**config.mk**
```make
export PLATFORM = sky130hd
export DESIGN_NAME = mul_add_seq
export DESIGN_NICKNAME = d
export VERILOG_FILES = /design/src/rtl/mul_add_seq_pkg.sv /design/src/rtl/mul_add_seq.sv
export SDC_FILE = /design/constraint.sdc
export NUM_CORES = 1
export LEC_CHECK = 0
export ABC_AREA = 1
export CORE_ASPECT_RATIO = 0.75
export CORE_MARGIN = 2
export CORE_UTILIZATION = 52
export CTS_CLUSTER_SIZE = 14
export DETAILED_ROUTE_END_ITERATION = 10
export GPL_ROUTABILITY_DRIVEN = 1
export PLACE_DENSITY = 0.8
export SYNTH_ARGS = -nofsm -noshare
export SYNTH_HDL_FRONTEND = slang
export SYNTH_SLANG_ARGS = --single-unit
export TNS_END_PERCENT = 30
```
**constraint.sdc**
```tcl
create_clock -name clk -period 2 [get_ports clk]
set_input_delay 0.4 -clock clk [delete_from_list [all_inputs] [get_ports clk]]
set_output_delay 0.4 -clock clk [all_outputs]
set_load 0.05 [all_outputs]
```
**src/rtl/mul_add_seq_pkg.sv**
```systemverilog
// Shared definitions for the multiply-add block and its neighbours in the
// RSA datapath (the divider wrapper and the RSA top import this as well).
//   DEF_WIDTH : default operand width
//   DEF_RES_W : matching result width (2*DEF_WIDTH)
//   state_t   : IDLE / RUN / DONE encoding of the multiply-add FSM
package mul_add_seq_pkg;

  localparam int unsigned DEF_WIDTH = 16;
  localparam int unsigned DEF_RES_W = 2 * DEF_WIDTH;

  typedef enum logic [1:0] {
    IDLE = 2'd0,
    RUN  = 2'd1,
    DONE = 2'd2
  } state_t;

endpackage

```
**src/rtl/mul_add_seq.sv**
```systemverilog
// Sequential constant-time multiply-add: p = q*b + r.
// Radix-2 shift-add, one multiplier bit per cycle, always WIDTH RUN cycles.
// Rebuilds a dividend from quotient/divisor/remainder; also the product
// stage of the RSA modular-exponentiation datapath.
// Ports:
//   clk, rst_n          clock (rising edge), async active-low reset
//   in_valid/in_ready   operand handshake; q, b, r sampled on accept only
//   out_valid/out_ready result handshake; p held stable until taken
//   p                   2*WIDTH-bit result
//   fits                upper half of p is zero
//   busy                FSM not in IDLE
module mul_add_seq
  import mul_add_seq_pkg::*;
#(
  parameter int unsigned WIDTH = DEF_WIDTH,
  parameter int unsigned CNT_W = 5
) (
  input  logic               clk,
  input  logic               rst_n,
  input  logic               in_valid,
  output logic               in_ready,
  input  logic [WIDTH-1:0]   q,
  input  logic [WIDTH-1:0]   b,
  input  logic [WIDTH-1:0]   r,
  output logic               out_valid,
  input  logic               out_ready,
  output logic [2*WIDTH-1:0] p,
  output logic               fits,
  output logic               busy
);

  localparam int unsigned RW = 2 * WIDTH;

  state_t            state, state_nx;
  logic [RW-1:0]     acc, mcand, acc_nx;
  logic [WIDTH-1:0]  mplier;
  logic [CNT_W-1:0]  cnt;
  logic              accept, last;

  always_comb begin
    accept   = (state == IDLE) && in_valid && in_ready;
    last     = (state == RUN) && (cnt == CNT_W'(WIDTH - 1));
    // Partial-product add for the current multiplier bit; on the last RUN
    // cycle this is the final result, so it goes straight into p.
    acc_nx   = mplier[0] ? (acc + mcand) : acc;
    busy     = (state != IDLE);
    state_nx = state;
    case (state)
      IDLE:    if (accept) state_nx = RUN;
      RUN:     if (last) state_nx = DONE;
      DONE:    if (out_ready) state_nx = IDLE;
      default: state_nx = IDLE;
    endcase
  end

  always_ff @(posedge clk or negedge rst_n) begin
    if (!rst_n) state <= IDLE;
    else        state <= state_nx;
  end

  always_ff @(posedge clk or negedge rst_n) begin
    if (!rst_n) begin
      in_ready  <= 1'b0;
      out_valid <= 1'b0;
      p         <= '0;
      fits      <= 1'b0;
      acc       <= '0;
      mcand     <= '0;
      mplier    <= '0;
      cnt       <= '0;
    end else begin
      case (state)
        IDLE: begin
          if (accept) begin
            acc      <= {{WIDTH{1'b0}}, r};
            mcand    <= {{WIDTH{1'b0}}, b};
            mplier   <= q;
            cnt      <= '0;
            in_ready <= 1'b0;
          end else begin
            in_ready <= 1'b1;
          end
        end
        RUN: begin
          acc    <= acc_nx;
          mcand  <= mcand << 1;
          mplier <= mplier >> 1;
          cnt    <= cnt + 1'b1;
          if (last) begin
            p         <= acc_nx;
            fits      <= (acc_nx[RW-1:WIDTH] == '0);
            out_valid <= 1'b1;
          end
        end
        DONE: begin
          if (out_ready) begin
            out_valid <= 1'b0;
            in_ready  <= 1'b1;
          end
        end
        default: ;
      endcase
    end
  end

endmodule

```
==> key figures, run 1 <==
Clocking
  – Htree depth: 4
  – CTS root buf: clkbuf_16
  – Clock Latency Late Sink: 0.43 ns
  – TritonCTS buffer count: 17
  – CTS clock-pin slew for the worst setup and hold paths: 0.07 ns
  – Clock Path Buffers: 2
  – Sink Count: 122
  – CTS tree: built

Placed design
  – Buffers on Ports: 87
  – Post-DP Area: 0.009617 mm2
  – Routability Congestion: 0.9512
  – Final HPWL DP: 17130 um

Critical path
  – Worst EP arrival: 2.68 ns
  – R2R cell count: 15
  – Reg2reg setup slack: -0.31 ns
  – Crit path required time: 2.37 ns
  – Worst setup EP type: register
  – R2R Path Start: mcand[0]
  – CP Max Fanout: 4
  – CP startpoint kind: register
  – Worst flop-to-flop path endpoint: fits
  – Setup CP Type: reg2reg

Detailed routing
  – ANT nets after route: 0
  – Wire per inst: 16.63 um
  – Router iterations before antenna repair: 5
  – Starting DRT DRC Count: 718
  – Via count: 8059
  – Drt total wl: 24960 um
  – DR DRC count: 0
  – Vias/cell: 5.369

Logic synthesis
  – Synth top area cells: dfrtp_1, nand2_1, inv_1
  – Sequential area share after synthesis: 39.31%
  – Synth cell types: 31
  – Mapped Nets: 1190
  – Yosys warns: 0
  – Post-synth ARST share: 100.0%
  – Leading area contributor after synthesis: dfrtp_1
  – Most used flip-flop cell after synthesis: dfrtp_1
  – Yosys top cell area share: 39.31%
  – Top-count cell post-synth: nand2_1
  – Avg Synthesized Cell Area: 7.035 um2
  – Cell Area, Synth: 0.007766 mm2
  – Synth Instances: 1104
  – Post-synth EDFFs: 0
  – Top cells by count, synth: nand2_1, inv_1, dfrtp_1
  – FF+latch count, synth: 122

Timing
  – Sum of negative setup slack: -5.316 ns
  – Worst Tran Pin Value: 0.6539 ns
  – Final hold viol count: 0
  – RSZ-0062 raised after global routing: yes
  – Crit path time final: 2.308 ns
  – Max-slew violations: 0
  – Setup Skew: 0.01184 ns
  – Max Fclk: 433.4 MHz
  – Fin crit share: 115.4%
  – Final setup viols: 43
  – Final WS setup: -0.3076 ns
  – Max_slew headroom: 56.36%

Layout
  – Ratio of cells with drive above 1 in the final layout: 24.06%
  – Final Cell Area: 0.01106 mm2
  – Multi-input logic area: 0.004521 mm2
  – Nets: 1374
  – Fill cells: 1001
  – N_diodes: 0
  – Util after Layout: 76.00%
  – FF+latch area: 0.003059 mm2
  – Area Overhead vs Synth: 42.37%

Flow run
  – Max-cap violation count: 0

Floorplan
  – Num rows: 38
  – Die Height: 109.8 um
  – Die area: 0.01594 mm2
  – Core area: 0.01455 mm2
  – Ports: 88
  – Die X: 145.1 um
  – Starting Density: 53.38%

Global route
  – Total GRT Usage: 31.31%
  – Largest net degree at the start of global routing: 51
  – Initial antenna violation count: 0
  – GRT overflow: 0
  – First-pass GRT wire length: 38990 um
  – Vias in the first global route: 7768

Worst hold path
  – Hold Path Class: in2async

Run status
  – Status: finished with violations
  – Violated checks: negative setup slack
registers in the layout, summed over array words and instances, names as in the netlist:
signal	cells
acc	32
cnt	5
fits	1
in_ready	1
mcand	32
mplier	16
out_valid	1
p	32
state	2
worst max-delay path by stage:
stage | from | end | depth (start not counted)
finish | mcand[0] | fits | 15
global route | acc[18] | fits | 16
CTS | mcand[0] | fits | 17
detailed placement | mcand[0] | fits | 15
global placement | acc[23] | fits | 15
floorplan | mcand[0] | fits | 17
critical path: stages (launching register included):
cell	delay [ns]
dfrtp_1	0.41
ha_4	0.18
fa_2	0.38
nand3_4	0.09
nand3_4	0.11
nand3_2	0.08
nand3b_1	0.19
nand2_1	0.15
nand2_1	0.06
nand2_1	0.08
nand3_2	0.09
o21ai_4	0.11
nand3_2	0.11
nor2_2	0.09
nand2_1	0.06
nand2_1	0.05
area by class of cell:
type | count | area share [%]
inverters | 211 | 7.186
clock inverters | 15 | 1.607
repair buffers | 203 | 16.54
flip-flops and latches | 122 | 27.67
well taps | 200 | 2.263
clock buffers | 17 | 3.847
multi-input cells | 733 | 40.88
cell families (layout without fill, tap and decap cells):
family	after synthesis	after routing	share of synthesized area [%]
fa+ha+maj	34	34	5.574
buf+inv	249	446	12.18
simple gates	532	532	28.84
compound gates	150	150	12.16
xor+xnor	16	16	1.804
flops	122	122	39.31
mux	1	1	0.1289
per-layer routing:
metal,GRT usage (%),vias up,routed length (um)
li1,-,3867,-
met1,43.04,3784,10930
met2,48.40,365,11280
met3,8.257,43,2300
met4,11.06,0,445
met5,0,-,0
through the flow:
step / worst slack, ns / cells / hold slack [ns]
after floorplan: 0.002700 / 1104 / 0.1044
after global placement: -0.3155 / 1459 / 0.2864
final: -0.3076 / 1501 / 0.3753
after CTS: -0.2505 / 1496 / 0.3841
after global routing: -0.3909 / 1501 / 0.3910
after detailed placement: -0.3566 / 1459 / 0.2865
cells in the final DEF, fill, tap and decap left out, types with 5 or more instances in the layout:
cell type	n
xnor2_1	8
nor3_1	34
nand3_2	18
nor2_1	26
ha_4	27
nand3_1	27
nor2_2	17
o21ai_1	22
a21oi_1	8
nor2_4	10
dlygate4sd2_1	16
inv_1	203
buf_12	5
dlymetal6s2s_1	14
ha_1	6
clkbuf_16	17
nand2_4	6
nand2_2	49
a21oi_2	6
nand4_1	6
nand2_1	329
buf_4	109
o211ai_1	16
inv_2	7
dfrtp_2	5
xnor2_2	6
o21ai_0	38
clkdlybuf4s50_1	54
o22ai_1	20
dfrtp_1	117
a221oi_1	30
what timing repair did:
| item | 4_1_cts | 5_1_grt |
|---|---|---|
| setup buffers | 4 | 5 |
| setup endpoints to repair | 63 | 67 |
| resized for setup | 86 | 113 |
| pin swaps | 21 | 11 |
| hold buffers | 1 | 0 |
| hold endpoints to repair | 15 | 0 |
| cloned | 0 | 0 |
Power of run 1 is not shown: default switching activity piles up to over one toggle a cycle in this logic, so the estimate is an artifact.
==> run 2, diff against run 1 <==
SLEW_MARGIN = 20   (was default)
==> results of run 2 <==
Same layout as run 1: the final DEF is identical, and so are final timing and power.
Power of run 2 is left out for the same reason.
==> run 3, diff against run 2 <==
CAP_MARGIN = 5   (was default)
==> results of run 3 <==
Same layout as run 1: the final DEF is identical, and so are final timing and power.
Power of run 3 is left out for the same reason.
